`src/rtl/care_ctrl.sv`:
```
// rtl/care_ctrl.sv - care action controller: menu selection, paced decrement pulses, cooldown
module care_ctrl #(
    parameter int AMOUNT    = 4,
    parameter int PULSE_GAP = 2,
    parameter int COOLDOWN  = 1000
) (
    input  logic        clk,
    input  logic        reset,
    input  logic        btn_next,
    input  logic        btn_ok,
    input  logic        btn_cancel,
    input  logic [23:0] stat_levels,
    output logic [7:0]  care_pulse,
    output logic [2:0]  menu_sel,
    output logic        busy,
    output logic [3:0]  last_count
);

    typedef enum logic [1:0] {
        S_IDLE,
        S_APPLY,
        S_COOLDOWN
    } state_t;

    localparam logic [3:0]  AMOUNT_W = 4'(AMOUNT);
    localparam logic [7:0]  GAP_W    = 8'(PULSE_GAP);
    localparam logic [19:0] CD_LOAD  = 20'(COOLDOWN - 1);

    state_t      state, state_d;
    logic [2:0]  menu_sel_d;
    logic [2:0]  target, target_d;
    logic [3:0]  pulse_cnt, pulse_cnt_d;
    logic [7:0]  gap_cnt, gap_cnt_d;
    logic [19:0] cd_cnt, cd_cnt_d;
    logic [3:0]  last_count_d;
    logic [7:0]  care_pulse_d;
    logic        busy_d;
    logic        prev_next, prev_ok, prev_cancel;
    logic        next_press, ok_press, cancel_press;
    logic [4:0]  lvl_idx;
    logic [3:0]  sel_level;

    // History registers reset high so a button held through reset is not a press
    assign next_press   = btn_next   & ~prev_next;
    assign ok_press     = btn_ok     & ~prev_ok;
    assign cancel_press = btn_cancel & ~prev_cancel;

    assign lvl_idx   = {target, 2'b00};
    assign sel_level = stat_levels[lvl_idx +: 4];

    always_comb begin
        state_d      = state;
        menu_sel_d   = menu_sel;
        target_d     = target;
        pulse_cnt_d  = pulse_cnt;
        gap_cnt_d    = gap_cnt;
        cd_cnt_d     = cd_cnt;
        last_count_d = last_count;
        care_pulse_d = 8'b0;
        case (state)
            S_IDLE: begin
                if (ok_press) begin
                    state_d     = S_APPLY;
                    target_d    = menu_sel;
                    pulse_cnt_d = 4'd0;
                    gap_cnt_d   = 8'd0;
                end else if (next_press) begin
                    menu_sel_d = (menu_sel == 3'd5) ? 3'd0 : menu_sel + 3'd1;
                end
            end
            S_APPLY: begin
                if (cancel_press) begin
                    state_d      = S_COOLDOWN;
                    cd_cnt_d     = CD_LOAD;
                    last_count_d = pulse_cnt;
                end else if (gap_cnt == 8'd0) begin
                    if (pulse_cnt == AMOUNT_W || sel_level == 4'd0) begin
                        state_d      = S_COOLDOWN;
                        cd_cnt_d     = CD_LOAD;
                        last_count_d = pulse_cnt;
                    end else begin
                        care_pulse_d = 8'b1 << target;
                        pulse_cnt_d  = pulse_cnt + 4'd1;
                        gap_cnt_d    = GAP_W;
                    end
                end else begin
                    gap_cnt_d = gap_cnt - 8'd1;
                end
            end
            S_COOLDOWN: begin
                if (cd_cnt == 20'd0) begin
                    state_d = S_IDLE;
                end else begin
                    cd_cnt_d = cd_cnt - 20'd1;
                end
            end
            default: state_d = S_IDLE;
        endcase
        busy_d = (state_d != S_IDLE);
    end

    always_ff @(posedge clk or posedge reset) begin
        if (reset) begin
            state       <= S_IDLE;
            menu_sel    <= 3'd0;
            target      <= 3'd0;
            pulse_cnt   <= 4'd0;
            gap_cnt     <= 8'd0;
            cd_cnt      <= 20'd0;
            last_count  <= 4'd0;
            care_pulse  <= 8'b0;
            busy        <= 1'b0;
            prev_next   <= 1'b1;
            prev_ok     <= 1'b1;
            prev_cancel <= 1'b1;
        end else begin
            state       <= state_d;
            menu_sel    <= menu_sel_d;
            target      <= target_d;
            pulse_cnt   <= pulse_cnt_d;
            gap_cnt     <= gap_cnt_d;
            cd_cnt      <= cd_cnt_d;
            last_count  <= last_count_d;
            care_pulse  <= care_pulse_d;
            busy        <= busy_d;
            prev_next   <= btn_next;
            prev_ok     <= btn_ok;
            prev_cancel <= btn_cancel;
        end
    end

endmodule

```
`config.mk`:
```
export PLATFORM = sky130hd
export DESIGN_NAME = care_ctrl
export DESIGN_NICKNAME = d
export VERILOG_FILES = /design/src/rtl/care_ctrl.sv
export SDC_FILE = /design/constraint.sdc
export NUM_CORES = 1
export LEC_CHECK = 0
export BUFFER_PORTS_ARGS = -buffer_cell sky130_fd_sc_hd__buf_2
export CAP_MARGIN = 5
export CORE_MARGIN = 5
export CORE_UTILIZATION = 51
export DETAILED_ROUTE_END_ITERATION = 12
export GPL_TIMING_DRIVEN = 0
export PLACE_DENSITY = 0.82
export REMOVE_ABC_BUFFERS = 1
export SLEW_MARGIN = 30
export SYNTH_ARGS = -nofsm -noshare
export SYNTH_HDL_FRONTEND = slang
export SYNTH_SLANG_ARGS = --single-unit
```
`constraint.sdc`:
```
create_clock -name clk -period 2 [get_ports clk]
set_input_delay 0.2 -clock clk [delete_from_list [all_inputs] [get_ports clk]]
set_output_delay 0.2 -clock clk [all_outputs]
set_load 0.01 [all_outputs]
```
==> results.cfg <==
[clock_network]
htree_levels = 2
cts_sinks = 56
cts_max_path_buffers = 2
cts_buffers = 5
cts_tree = done
cts.reportedPaths.clkPinSlew_ns = 0.11
root_buffer = clkbuf_8
clk_latency_ns = 0.32

[grt]
grt_overflow = 0
grt_start_max_net_pins = 41
grt_pass1_wl_mm = 10.35
grt_pass1_vias = 2304
grt.total_usage = 0.1767
antenna_found_initial = 0

[setup_path]
critPathMaxFanout = 3
crit_family = simple AND/OR/NAND/NOR gates
worstSetupEndpointType = flop
cpMostUsedCell = or4_4
worstPathRequired_ns = 2.18
crit_start = cd_cnt[2]
crit_arrival_ns = 2.22
crit_path_cell_trace = or4_4 -> nand2b_4 -> a21o_1 -> or4_4 -> xor2_1 -> nand2_1
cp-start-kind = flop
critPathSlowestCell = or4_4
cpPeakStageDelay_ns = 0.55
rr_startpoint = cd_cnt[2]
crit_buf_inv = 0
critPathKind = reg2reg

[route]
ant_nets = 0
wl_per_cell_um = 14.84
vias = 2275
routed_via_density = 5.562
drtIter0Drc = 104
drtPass1Iterations = 4
drc_errors = 0
finalWirelength_mm = 6.071

[synthesis]
yosysSeqAreaShare = 0.5065
yosys.area.top_type = dfrtp_1
ys_seq_elements = 56
yosys_warnings = 0
dominantRegCellSynth = dfrtp_1
synthArstFlopShare = 1.000
yosysTopAreaCellShare = 0.4781
synth.area.top_cells = dfrtp_1, nor2_1, nand2_1, dfstp_2, mux2_2
postSynthAreaPerCell_um2 = 10.35
yosys.cell_types.count = 55
synth_cells = 268
netlist_area_mm2 = 0.002774
synth_edf_count = 0

[die]
die_area_mm2 = 0.007014
num_rows = 26
die_w_um = 83.75
die_y_um = 83.75
core_mm2 = 0.005205
start_util = 0.5329
pin_count = 45

[sta]
final.period_utilization = 1.019
slew_viol_final = 0
worst_pin_slew_ns = 0.6128
holdWs_ns = 0.3481
rsz0062_at_grt = true
setup_ws_ns = -0.03885
fin_tns_setup_ns = -0.1680
fmax_mhz = 490.5
setup_viol = 7
period_needed_ns = 2.039
maxSlewHeadroom = 0.5907
hold_viol = 0
skew_ns = 0.01487

[cells_and_area]
syn_to_final_growth_pct = 27.74
finalNonFillerCells = 409
fin_util = 0.6808
finalNetCount = 372
final_layout_size_suffix_gt1_frac = 0.3628
diodes = 0

[power]
power_density_mw_per_mm2 = 1298
leakagePower_nw = 1.588
vdd_drop_max_v = 0.0008408

[job]
drv_cap = 0

[hold_path]
min_path_type = in2async

[outcome]
outcome = finished with violations
violations = setup timing

[placed_design]
dp.final_hpwl_mm = 3.968
dpl.cell_count = 380
gp_congestion = 0.8171
io_buffers = 44
## flip-flops by register name, indices dropped and copies added, names as in the netlist, 2 cells and up
register    cells
cd_cnt         20
care_pulse      8
gap_cnt         8
last_count      4
pulse_cnt       4
menu_sel        3
target          3
state           2
## cell usage after synthesis (all sizes together), types with 7 or more instances
| cell | number |
|---|---|
| xnor2 | 9 |
| nand2 | 24 |
| xor2 | 7 |
| mux2 | 8 |
| dfrtp | 53 |
| nand3 | 8 |
| or4 | 8 |
| inv | 10 |
| o21ai | 10 |
| nor3 | 12 |
| nor2 | 33 |
| a21oi | 13 |
| nor4 | 8 |
## metrics by stage
step	power [mW]	setup WS, ns	instance area, um^2
floorplan	2.972	-0.09682	2756
global placement	3.346	-0.3420	3064
detailed placement	3.421	-0.3925	3087
CTS	4.382	-0.04140	3431
global route	4.924	-0.1277	3543
finish	4.599	-0.03885	3543
## report_power, final
part	leakage [nW]	internal [mW]	switching, mW
clock network	0.0452	0.256	0.389
registers	0.692	1.49	0.404
logic	0.851	0.970	1.09
total	1.59	2.71	1.89
## worst min-delay path, cell delays in order
cell and delay, ns:
dlygate4sd3_1 0.53, buf_2 0.13, inv_4 0.18
## cell type report
| cell class | instances | area [um^2] |
|---|---|---|
| well taps | 70 | 87.58 |
| repair buffers | 66 | 427.9 |
| clock buffers | 5 | 68.82 |
| clock inverters | 3 | 25.02 |
| flip-flops and latches | 56 | 1413 |
| inverters | 10 | 40.04 |
| fillers | 380 | 1662 |
| multi-input cells | 199 | 1481 |
## path summary, 6_finish.rpt
path                            endpoint  slack [ns]  cells after the start
setup / recovery               cd_cnt[9]       -0.04                      6
hold / removal                 cd_cnt[3]        0.35                      3
setup reg to reg               cd_cnt[9]       -0.04                      6
hold reg to reg            last_count[3]        0.51                      1
max in group asynchronous    prev_cancel        1.12                      4
min in group clk            pulse_cnt[3]        0.49                      5
## repair_timing
item / 4_1_cts / 5_1_grt
pin swaps: 5 / 9
setup endpoints to repair: 40 / 34
endpoints found under the hold margin: 19 / 0
hold buffers: 4 / 0
buffers inserted: 12 / 5
gates resized for setup: 24 / 21
## per-layer routing
| layer | part of all wire | GRT usage |
|---|---|---|
| met1 | 0.44 | 0.2214 |
| met2 | 0.51 | 0.3073 |
| met3 | 0.047 | 0.03949 |
| met5 | 0 | 0 |
| met4 | 0.0084 | 0.04678 |
## logic make-up (layout without fill, tap and decap cells)
kind of cell / after synthesis / in the layout / share of synthesized area
compound gates: 41 / 41 / 0.1042
xor+xnor: 16 / 16 / 0.05052
fa+ha+maj: 5 / 5 / 0.02255
buf+inv: 14 / 84 / 0.02120
flops: 56 / 56 / 0.5065
mux: 12 / 12 / 0.04826
other cells: 1 / 2 / 0.001352
simple gates: 123 / 123 / 0.2454
## layout by cell type (no fill, tap or decap), types with 5 or more instances in the layout
| cell type | count |
|---|---|
| dfrtp_1 | 47 |
| xor2_1 | 7 |
| inv_1 | 7 |
| clkbuf_8 | 5 |
| o21ai_0 | 7 |
| a21oi_1 | 9 |
| buf_2 | 44 |
| or4_1 | 5 |
| mux2_4 | 5 |
| nand3_1 | 8 |
| nor3_1 | 8 |
| xnor2_1 | 9 |
| buf_4 | 14 |
| dfrtp_2 | 6 |
| nor2_1 | 29 |
| nand2_1 | 24 |
Note: power is estimated with default switching activity, not from simulation.
